### config.mk
export PLATFORM = sky130hd
export DESIGN_NAME = shift_right_pipe
export DESIGN_NICKNAME = d
export VERILOG_FILES = /design/src/rtl/shift_right_pipe_pkg.sv /design/src/rtl/mux_2.sv /design/src/rtl/shift_right_stage.sv /design/src/rtl/shift_right_pipe.sv
export SDC_FILE = /design/constraint.sdc
export NUM_CORES = 1
export LEC_CHECK = 0
export CAP_MARGIN = 5
export CORE_MARGIN = 5
export CORE_UTILIZATION = 45
export CTS_CLUSTER_DIAMETER = 200
export DETAILED_ROUTE_END_ITERATION = 8
export PLACE_DENSITY = 0.63
export SKIP_CTS_REPAIR_TIMING = 1
export SLEW_MARGIN = 40
export SYNTH_ARGS = -nofsm -noshare
export SYNTH_HDL_FRONTEND = slang
export SYNTH_SLANG_ARGS = --single-unit
### constraint.sdc
create_clock -name clock -period 1.4 [get_ports clock]
set_input_delay 0.28 -clock clock [delete_from_list [all_inputs] [get_ports clock]]
set_output_delay 0.28 -clock clock [all_outputs]
set_load 0.05 [all_outputs]
### src/rtl/shift_right_pipe_pkg.sv
// Shared multdiv definitions for the pipelined right shifter: stage counts,
// the per-stage pipeline record and the sign-fill mask helper.
package shift_right_pipe_pkg;

   localparam int unsigned SHIFT_STAGES = 5;
   localparam int unsigned SHAMT_W      = 5;
   localparam int unsigned MAX_W        = 64;

   // Data is carried at the widest legal width; bits at and above WIDTH stay zero.
   typedef struct packed {
      logic [MAX_W-1:0]   data;
      logic [SHAMT_W-1:0] shamt;
      logic               arith;
      logic               valid;
   } stage_rec_t;

   // Ones in bit positions [width-sh .. width-1]: where fill bits land after a right shift by sh.
   function automatic logic [MAX_W-1:0] fill_mask(input int unsigned width, input int unsigned sh);
      logic [MAX_W-1:0] ones;
      ones = (MAX_W'(1) << sh) - MAX_W'(1);
      return ones << (width - sh);
   endfunction

endpackage

### src/rtl/mux_2.sv
// Two-input multiplexer: y_c = sel ? b : a.
module mux_2 #(
   parameter int unsigned WIDTH = 1
) (
   input  logic             sel,
   input  logic [WIDTH-1:0] a,
   input  logic [WIDTH-1:0] b,
   output logic [WIDTH-1:0] y_c
);

   assign y_c = sel ? b : a;

endmodule

### src/rtl/shift_right_stage.sv
// One pipeline stage of the right shifter: conditional shift by 2^K, then a
// register that loads only on the global advance. Sign fill needs SHIFT_RIGHT_ARITH_EN.
module shift_right_stage
   import shift_right_pipe_pkg::*;
#(
   parameter int unsigned WIDTH = 33,
   parameter int unsigned K     = 0
) (
   input  logic       clock,
   input  logic       reset,
   input  logic       adv,
   input  stage_rec_t d,
   output stage_rec_t q
);

   localparam int unsigned      SH   = 32'(1) << K;
   localparam logic [MAX_W-1:0] FILL = fill_mask(WIDTH, SH);

   logic             fill_c;
   logic [MAX_W-1:0] shifted_c;
   logic [MAX_W-1:0] data_c;

`ifdef SHIFT_RIGHT_ARITH_EN
   assign fill_c = d.arith & d.data[WIDTH-1];
`else
   assign fill_c = 1'b0;
`endif

   // Upper bits above WIDTH are zero, so a plain shift plus the fill mask is exact.
   assign shifted_c = (d.data >> SH) | (fill_c ? FILL : '0);

   mux_2 #(.WIDTH(MAX_W)) u_mux (
      .sel (d.shamt[K]),
      .a   (d.data),
      .b   (shifted_c),
      .y_c (data_c)
   );

   always_ff @(posedge clock) begin
      if (reset) begin
         q <= '0;
      end else if (adv) begin
         q.data  <= data_c;
         q.shamt <= d.shamt;
         q.arith <= d.arith;
         q.valid <= d.valid;
      end
   end

endmodule

### src/rtl/shift_right_pipe.sv
// Five-stage pipelined right barrel shifter with valid/ready on both sides.
// Define SHIFT_RIGHT_ARITH_EN to add the in_arith port (sign-fill shifts).
module shift_right_pipe
   import shift_right_pipe_pkg::*;
#(
   parameter int unsigned WIDTH = 33
) (
   input  logic               clock,
   input  logic               reset,
   input  logic               in_valid,
   output logic               in_ready,
   input  logic [WIDTH-1:0]   in_data,
   input  logic [SHAMT_W-1:0] in_shamt,
`ifdef SHIFT_RIGHT_ARITH_EN
   input  logic               in_arith,
`endif
   output logic               out_valid,
   input  logic               out_ready,
   output logic [WIDTH-1:0]   out_data
);

   stage_rec_t head;
   stage_rec_t pipe_q [1:SHIFT_STAGES];
   logic       adv;

   // Whole pipe moves together; a stalled output freezes every stage, bubbles included.
   assign adv      = !out_valid || out_ready;
   assign in_ready = adv;

   always_comb begin
      head       = '0;
      head.data  = MAX_W'(in_data);
      head.shamt = in_shamt;
`ifdef SHIFT_RIGHT_ARITH_EN
      head.arith = in_arith;
`else
      head.arith = 1'b0;
`endif
      head.valid = in_valid;
   end

   for (genvar k = 0; k < SHIFT_STAGES; k++) begin : g_stage
      stage_rec_t d;
      if (k == 0) begin : g_head
         assign d = head;
      end else begin : g_body
         assign d = pipe_q[k];
      end

      shift_right_stage #(.WIDTH(WIDTH), .K(k)) u_stage (
         .clock (clock),
         .reset (reset),
         .adv   (adv),
         .d     (d),
         .q     (pipe_q[k+1])
      );
   end

   assign out_valid = pipe_q[SHIFT_STAGES].valid;
   assign out_data  = pipe_q[SHIFT_STAGES].data[WIDTH-1:0];

endmodule

**After elaboration in Yosys (flattened, before gate mapping)**

Index checks and enable logic that the tools add are counted.
Widths: inputs -> output; s select.

- Register bits: 258
- Input bits: 42
- Logic and storage cells: 21

- Reductions and logical operators: 2
- Multiplexer cells: 5

Operators with widths:

| kind | number |
|---|---|
| $mux 33 | 3 |
| $mux 57 | 1 |
| $mux 49 | 1 |
| $logic_not 1->1 | 1 |
| $logic_or 1x1->1 | 1 |

**Longest topological paths before layout**

Gate-level depths: netlist of the first run.

- Depth after elaboration: 2
- Gate-level depth with buffers: 6
- Depth with buffers taken out: 4

**By module**

A second synthesis of the first run with hierarchy kept.

- Cells, all modules: 1,507
- Area, all modules: 18,146.2 µm²

By module, submodules not included:

| module | area an instance (µm²) | instances | cells each |
|---|---|---|---|
| shift_right_stage | 2,549.9 | 5 | 230 |
| mux_2 | 1,077.3 | 5 | 71 |
| shift_right_pipe | 10.0 | 1 | 2 |

**Worst setup path before layout of the first run**

Ideal clock, no wire load.

- Kind: register to output
- Start: reg g_stage[4].u_stage.q[0] (netlist name)
- End: out in_ready
- Data arrival time: 1,283 ps
- Setup slack: -163 ps
- Cell stages (with the launch flop): 5
- Cell sequence: dfxtp_1 nor2b_4 inv_4 buf_6 buf_4

- Word-level cells in the longest chain between the ends: 2

Ends and longest elaborated chain:

| element | line | RTL |
|---|---|---|
| from (decl) | shift_right_stage.sv:13 | `output stage_rec_t q` |
| $logic_not 1->1 | shift_right_pipe.sv:27 | `assign adv = !out_valid \|\| out_ready;` |
| $logic_or 1x1->1 | shift_right_pipe.sv:27 |  |
| to (decl) | shift_right_pipe.sv:11 | `output logic in_ready,` |

Every way passes these cells.

**Final worst setup path of the first run**

Same ends and word-level chain as after synthesis.

==> results of run 1 <==
cell type report:
type	instances	area [µm²]	area share, %
sequential	180	3610	35.6
inverter	1	16.3	0.161
timing repair inverter	2	20.0	0.198
clock inverter	6	30.0	0.296
multi-input combinational	540	4010	39.6
tap	229	287	2.83
clock buffer	24	482	4.75
timing repair buffer	127	1680	16.6
critical path, cell delays in order, from the launching register on:
cell and delay, ns:
dfxtp_2 0.33, nor2b_4 0.25, clkinv_8 0.11, buf_12 0.16
power by group:
group / total [µW] / leakage (µW) / internal (µW) / switching [µW]
registers: 5550 / 0.00147 / 5350 / 197
logic: 1040 / 0.00206 / 545 / 498
clock network: 4210 / 0.000259 / 2370 / 1840
total: 10800 / 0.00379 / 8270 / 2530
cell usage after synthesis:
cell	count
nor2b_4	1
mux2i_1	134
a211oi_1	54
nand3b_1	31
buf_4	26
buf_6	13
buf_2	25
nor2_1	136
clkbuf_1	12
a21oi_1	45
dfxtp_1	180
buf_1	1
a211oi_2	80
clkbuf_4	2
inv_4	1
nand2_1	59
path summary, 6_finish.rpt:
kind / end / depth (start not counted) / from
min reg2reg: g_stage[3].u_stage.q[0] / 2 / g_stage[3].u_stage.q[0]
min: g_stage[2].u_stage.q[30] / 2 / reset
max: in_ready / 3 / g_stage[4].u_stage.q[0]
max reg2reg: g_stage[1].u_stage.q[12] / 7 / g_stage[4].u_stage.q[0]
metrics by stage:
stage,std cells,cell area [µm²],worst slack [ns]
2_1_floorplan,800,8090,0.0178
3_3_place_gp,1064,9430,-0.295
3_5_place_dp,1064,9430,-0.343
4_1_cts,1094,9940,-0.356
5_1_grt,1109,10100,-0.220
6_report,1109,10100,-0.165
logic make-up (layout without fill, tap and decap cells):
logic type      count (synthesis)  after routing
compound gates                179            179
buf+inv                        80            160
flops                         180            180
mux                           134            134
simple gates                  227            227
metal layers:
layer / up-vias / routed length, µm
met5: - / 0
met4: 0 / 269
met3: 23 / 518
met2: 96 / 8170
li1: 2976 / -
met1: 2738 / 8280
==> impl_results.rst, run 1 <==
.. list-table::
   :header-rows: 1

   * - Metric
     - Value
   * - Worst IR drop on VDD
     - approximately 810 µV
   * - Total chip power
     - 10800 µW
   * - Antenna Diode Count
     - 0
   * - Worst-case hold slack
     - around 0.17 ns
   * - Max-capacitance violation count
     - 0
   * - Aggregate global-route resource usage
     - roughly 17%
   * - CTS tree
     - yes
   * - Share of post-route cells with drive strength above 1
     - about 25%
   * - Area fraction of the dominant cell type after synthesis
     - roughly 45%
   * - Final setup violation count
     - 19
   * - Total number of clock tree sinks
     - 180
   * - First-pass GRT wire length
     - between 20000 and 30000 µm
   * - Most common library cell in the layout ignoring fill and taps
     - dfxtp_1
   * - Largest net degree at the start of global routing
     - between 50 and 60
   * - Residual DRC
     - 0
   * - Data arrival, critical path
     - about 1.3 ns
   * - Pwr Density
     - between 1000 and 1500 mW/mm²
   * - Hold Fails Final Rpt
     - 0
   * - Initial DRT Pass Iterations
     - 4
   * - Count of distinct cell types in the synthesized netlist
     - 16
   * - Violations in the final reports
     - negative setup slack
   * - Leading post-synthesis cells by cell area
     - dfxtp_1, mux2i_1, a211oi_2, nor2_1, a211oi_1
   * - Initial antenna violation count
     - 0
   * - Most used cells in the layout excluding fill and tap cells
     - dfxtp_1, mux2i_1, nor2_1
   * - Met1 Usage GRT
     - between 20 and 25%
   * - Register ranked first by flip-flop count
     - g_stage.u_stage.q
   * - Combinational family with the most area after synthesis
     - compound AO/OA/AOI/OAI gates
   * - Hold crit path type
     - in2reg
   * - Met3 track utilization from global routing
     - under 10%
   * - Total overflow reported by the global router
     - 0
   * - Required time at the endpoint of the critical path
     - 1.12 ns
   * - Proportion of synthesized area in mux cells
     - between 15 and 20%
   * - Reported leakage power
     - 0.00379 µW
   * - Setup repair after global routing missed its margin
     - true
   * - Vias in the first global route
     - between 5000 and 6000
   * - Worst-path maximum fanout
     - 7
   * - Worst setup path category
     - reg2out
   * - IO buf count
     - 76
   * - Core box area
     - ~0.018 mm²
   * - Count of H-tree levels built during CTS
     - 4
   * - Total negative slack for setup checks
     - -0.423 ns
   * - Max-slew violation count
     - 0
   * - Total Nets Final
     - around 900
   * - Run status
     - finished with violations
   * - Clock-pin slew on the worst setup and hold paths
     - approximately 0.060 ns
   * - Top Registers
     - g_stage.u_stage.q: 180 flops
   * - Critical Path Sink Type
     - output port
   * - Final worst-path setup slack
     - -0.165 ns
   * - Adder-Cell Fraction of Synth Area
     - 0%
   * - Final Wtd Congestion
     - approximately 0.80
   * - Routing usage on met2
     - between 20 and 30%
   * - Fill count
     - about 1500
   * - Cell taking the most area after synthesis
     - dfxtp_1
   * - Shortest period the worst path allows
     - 1.57 ns
   * - FF-to-FF setup slack
     - -0.03 ns
   * - Via count
     - between 5000 and 6000
   * - Highest Clock Rate
     - around 640 MHz
   * - Flop and latch count out of synthesis
     - 180
   * - Chip width
     - 144 µm
   * - Remaining max-slew budget at the tightest pin
     - about two thirds
   * - Number of nets in the synthesized netlist
     - roughly 840
   * - TritonCTS buffer count
     - 17
   * - Aggregate routed wire length
     - 17200 µm
   * - Tightest Pin Transition
     - between 0.4 and 0.5 ns
   * - Number of nets still failing antenna checks after routing
     - 0
   * - Max reg flops
     - 180
   * - Complex-gate fraction of the synthesized area
     - 20.2%
   * - Row count
     - 49
   * - Synthesis Warnings
     - 0
   * - Via/cell ratio
     - about 5.3
   * - Max Buffers Root-to-Sink
     - 2
   * - Buffer type at the clock tree root
     - clkbuf_16
   * - Post-synthesis xor/xnor area fraction
     - 0%
   * - Starting Density
     - 45.4%
   * - Post-Route Skew
     - about 0.0066 ns
   * - Simple-gate area share of the yosys netlist
     - 12.1%
   * - Height of the die
     - 144 µm
   * - Cell count after synthesis
     - 800
   * - End-of-flow core utilization
     - 56.8%
   * - Initial drt markers
     - roughly 320
   * - Portion of the clock cycle consumed by the worst path in the final layout
     - 112%
   * - Avg Cell Area, Syn
     - approximately 10 µm²
   * - Placed wire-length estimate after detailed placement
     - about 12000 µm
   * - Top Ports
     - slightly below 80
   * - Busiest layer in global routing
     - met2
   * - Area growth from synthesis to layout
     - 25.2%
   * - Sequential element share of the synthesized area
     - between 40% and 50%
   * - Clock latency on the worst-skew pair
     - between 0.4 and 0.5 ns
   * - Total Die Area
     - around 0.021 mm²
   * - Synth Cell Area
     - ~0.0081 mm²
   * - WL per Instance
     - between 15 and 20 µm
   * - Element type at the critical path start
     - register
No activity file was read; power rests on OpenSTA's default activity.
==> run 2, diff against run 1 <==
Clock period 1.4 ns to 1.6 ns, I/O delays scaled along.
==> run 2 against run 1 <==
  * The run now ends clean
  * Flip-flop and latch count is the same
  * Clock skew rose by 0.0044 ns
  * Sequential share of layout area up 1.6 points
  * Clock power grew 5.0%
  * Hold slack improved by 0.12 ns
  * Global-route usage rose by 0.40 points
  * Combinational power down 16%
  * Core utilization is 2.5 points lower
  * Via count is 0.81% lower
  * Sequential power fell by 13%
  * First-iteration DRC count fell by 14%
  * Largest power group unchanged
  * Highest routed layer unchanged
==> impl_results.rst, run 2 (synthesized netlist as in run 1, its figures left out) <==
.. list-table::
   :header-rows: 1

   * - Metric
     - Value
   * - Final Wtd Congestion
     - 0.834 (+4.4%)
   * - Count of H-tree levels built during CTS
     - 4 (unchanged)
   * - Multi-input gate area
     - 0.00395 mm² (-1.5%)
   * - P_sw
     - 2320 µW (-8.3%)
   * - Starting Density
     - 45.4% (unchanged)
   * - Critical Path Start
     - g_stage[4].u_stage.q[0]
   * - Area growth from synthesis to layout
     - 19.8%
   * - TritonCTS buffer count
     - 17 (unchanged)
   * - Worst IR drop on VDD
     - 787 µV (-2.8%)
   * - Internal power of the cells
     - 7810 µW (-5.5%)
   * - Height of the die
     - 144 µm (unchanged)
   * - Post-route standard cell area excluding fillers
     - 0.00969 mm² (-4.4%)
   * - Total number of clock tree sinks
     - 180 (unchanged)
   * - Total Nets Final
     - 898 (-1.4%)
   * - Final worst-path setup slack
     - 0.0168 ns (+0.182 ns)
   * - Placed wire-length estimate after detailed placement
     - 12200 µm (+2.9%)
   * - Total Die Area
     - 0.0208 mm² (unchanged)
   * - Antenna Diode Count
     - 0 (unchanged)
   * - Row count
     - 49 (unchanged)
   * - Via count
     - 5786 (-0.81%)
   * - Aggregate global-route resource usage
     - 17.0% (+0.40 points)
   * - Setup repair after global routing missed its margin
     - true
   * - Number of nets still failing antenna checks after routing
     - 0 (unchanged)
   * - Top Registers
     - g_stage.u_stage.q: 180 flops
   * - Tightest Pin Transition
     - 0.469 ns (-0.0174 ns)
   * - Total overflow reported by the global router
     - 0 (unchanged)
   * - Initial drt markers
     - 273 (-14%)
   * - Chip width
     - 144 µm (unchanged)
   * - Remaining max-slew budget at the tightest pin
     - 68.7% (+1.2 points)
   * - Share of post-route cells with drive strength above 1
     - 22.2% (-3.1 points)
   * - Aggregate routed wire length
     - 17300 µm (+0.48%)
   * - Final setup violation count
     - 0 (-19)
   * - FF-to-FF setup slack
     - 0.17 ns (+0.20 ns)
   * - Most common library cell in the layout ignoring fill and taps
     - dfxtp_1
   * - Portion of the clock cycle consumed by the worst path in the final layout
     - about 100%
   * - Initial DRT Pass Iterations
     - 4 (unchanged)
   * - Max-capacitance violation count
     - 0 (unchanged)
   * - CTS tree
     - yes
   * - Worst Reg2Reg Path Length in Cells
     - 6 (-1)
   * - Shortest period the worst path allows
     - approximately 1.6 ns
   * - Vias in the first global route
     - 5777 (+0.21%)
   * - Comb pwr share
     - 8.6% (-1.1 points)
   * - Post-Route Skew
     - 0.0110 ns (+0.00443 ns)
   * - Startpoint of the worst register-to-register path
     - g_stage[4].u_stage.q[0]
   * - Max-slew violation count
     - 0 (unchanged)
   * - Top Ports
     - 77 (unchanged)
   * - IO buf count
     - 76 (unchanged)
   * - Sequential cell area
     - 0.00361 mm² (unchanged)
   * - Run status
     - finished clean
   * - Clock Power Share
     - 43.6% (+4.6 points)
   * - Place WS
     - -0.218 ns (+0.125 ns)
   * - Core box area
     - 0.0178 mm² (unchanged)
   * - Endpoint of the most critical register-to-register path
     - g_stage[0].u_stage.q[13]
   * - Register share of total power
     - 47.8% (-3.6 points)
   * - Sw Share
     - 22.9% (-0.53 points)
   * - Max Buffers Root-to-Sink
     - 2 (unchanged)
   * - Critical path endpoint
     - in_ready
   * - Instance area after placement
     - 0.00900 mm² (-4.6%)
   * - First-pass GRT wire length
     - 28600 µm (+1.5%)
   * - Worst setup path category
     - reg2out
   * - Buffer type at the clock tree root
     - clkbuf_16
   * - Element type at the critical path start
     - register
   * - Residual DRC
     - 0 (unchanged)
   * - Required time at the endpoint of the critical path
     - 1.28 ns (+0.16 ns)
   * - Fill count
     - 1580 (+5.9%)
   * - Via/cell ratio
     - 5.27 (+0.19%)
   * - Max reg flops
     - 180 (unchanged)
   * - Data arrival, critical path
     - 1.26 ns (-0.03 ns)
   * - Worst-path maximum fanout
     - 7 (unchanged)
   * - Clock-pin slew on the worst setup and hold paths
     - 0.07 ns (about the same)
   * - Largest net degree at the start of global routing
     - 47 (-9.6%)
   * - Pwr Density
     - 1050 mW/mm² (-1.9%)
   * - Most used cells in the layout excluding fill and tap cells
     - dfxtp_1, nor2_1, mux2i_1
   * - Hold crit path type
     - in2reg
   * - Reported leakage power
     - 0.00370 µW (-2.4%)
   * - Initial antenna violation count
     - 0 (unchanged)
   * - Critical Path Sink Type
     - output port
   * - Clock latency on the worst-skew pair
     - 0.43 ns (about the same)
   * - Highest Clock Rate
     - about 630 MHz
   * - Hold Fails Final Rpt
     - 0 (unchanged)
   * - Register ranked first by flip-flop count
     - g_stage.u_stage.q
   * - WL per Instance
     - 15.8 µm (+1.5%)
-- run 2: per-layer routing --
layer / track usage [%] / vias up / share of wire (%)
met1: 22.3 / 2721 / 47
met3: 4.23 / 15 / 3.9
met4: 4.91 / 0 / 1.2
met2: 28.0 / 87 / 48
met5: 0 / - / 0
li1: - / 2963 / -
-- run 2: power groups by stage --
stage,logic (µW),clock network (µW),registers [µW]
4_1_cts,881,4510,4840
5_1_grt,951,4720,4860
2_1_floorplan,571,0,4940
3_3_place_gp,859,0,4940
3_5_place_dp,875,0,4940
6_report,875,4420,4840
-- run 2: stage by stage --
step | util [%] | total power, µW | hold slack [ns] | instances | setup TNS (ns)
after global routing | 54.3 | 10500 | 0.309 | 1098 | -0.0446
final | 54.3 | 10100 | 0.300 | 1098 | 0
after detailed placement | 50.4 | 5820 | 0.450 | 1060 | -23.22
after floorplan | - | 5510 | 0.432 | 800 | 0
after global placement | 50.4 | 5800 | 0.438 | 1060 | -16.90
after CTS | 54.0 | 10200 | 0.284 | 1092 | -0.175
-- run 2: final cells by class --
| class | instances | area share (%) |
|---|---|---|
| multi-input cells | 540 | 40.8 |
| flip-flops and latches | 180 | 37.2 |
| repair buffers | 115 | 12.3 |
| clock buffers | 19 | 4.67 |
| well taps | 229 | 2.96 |
| clock inverters | 13 | 1.87 |
| inverters | 1 | 0.168 |
| repair inverters | 1 | 0.0904 |
-- run 2: how the worst min path moves through the flow --
stage | startpoint | end | cells after the start
floorplan | g_stage[0].u_stage.q[0] | g_stage[0].u_stage.q[0] | 2
global placement | g_stage[1].u_stage.q[0] | g_stage[1].u_stage.q[0] | 2
detailed placement | g_stage[4].u_stage.q[29] | g_stage[4].u_stage.q[29] | 2
CTS | reset | g_stage[2].u_stage.q[32] | 2
global route | reset | g_stage[2].u_stage.q[31] | 2
finish | reset | g_stage[2].u_stage.q[32] | 2
-- run 2: critical path, stage by stage, from the launching register on --
cell	delay, ns
dfxtp_2	0.33
nor2b_4	0.23
clkinv_8	0.11
buf_12	0.16
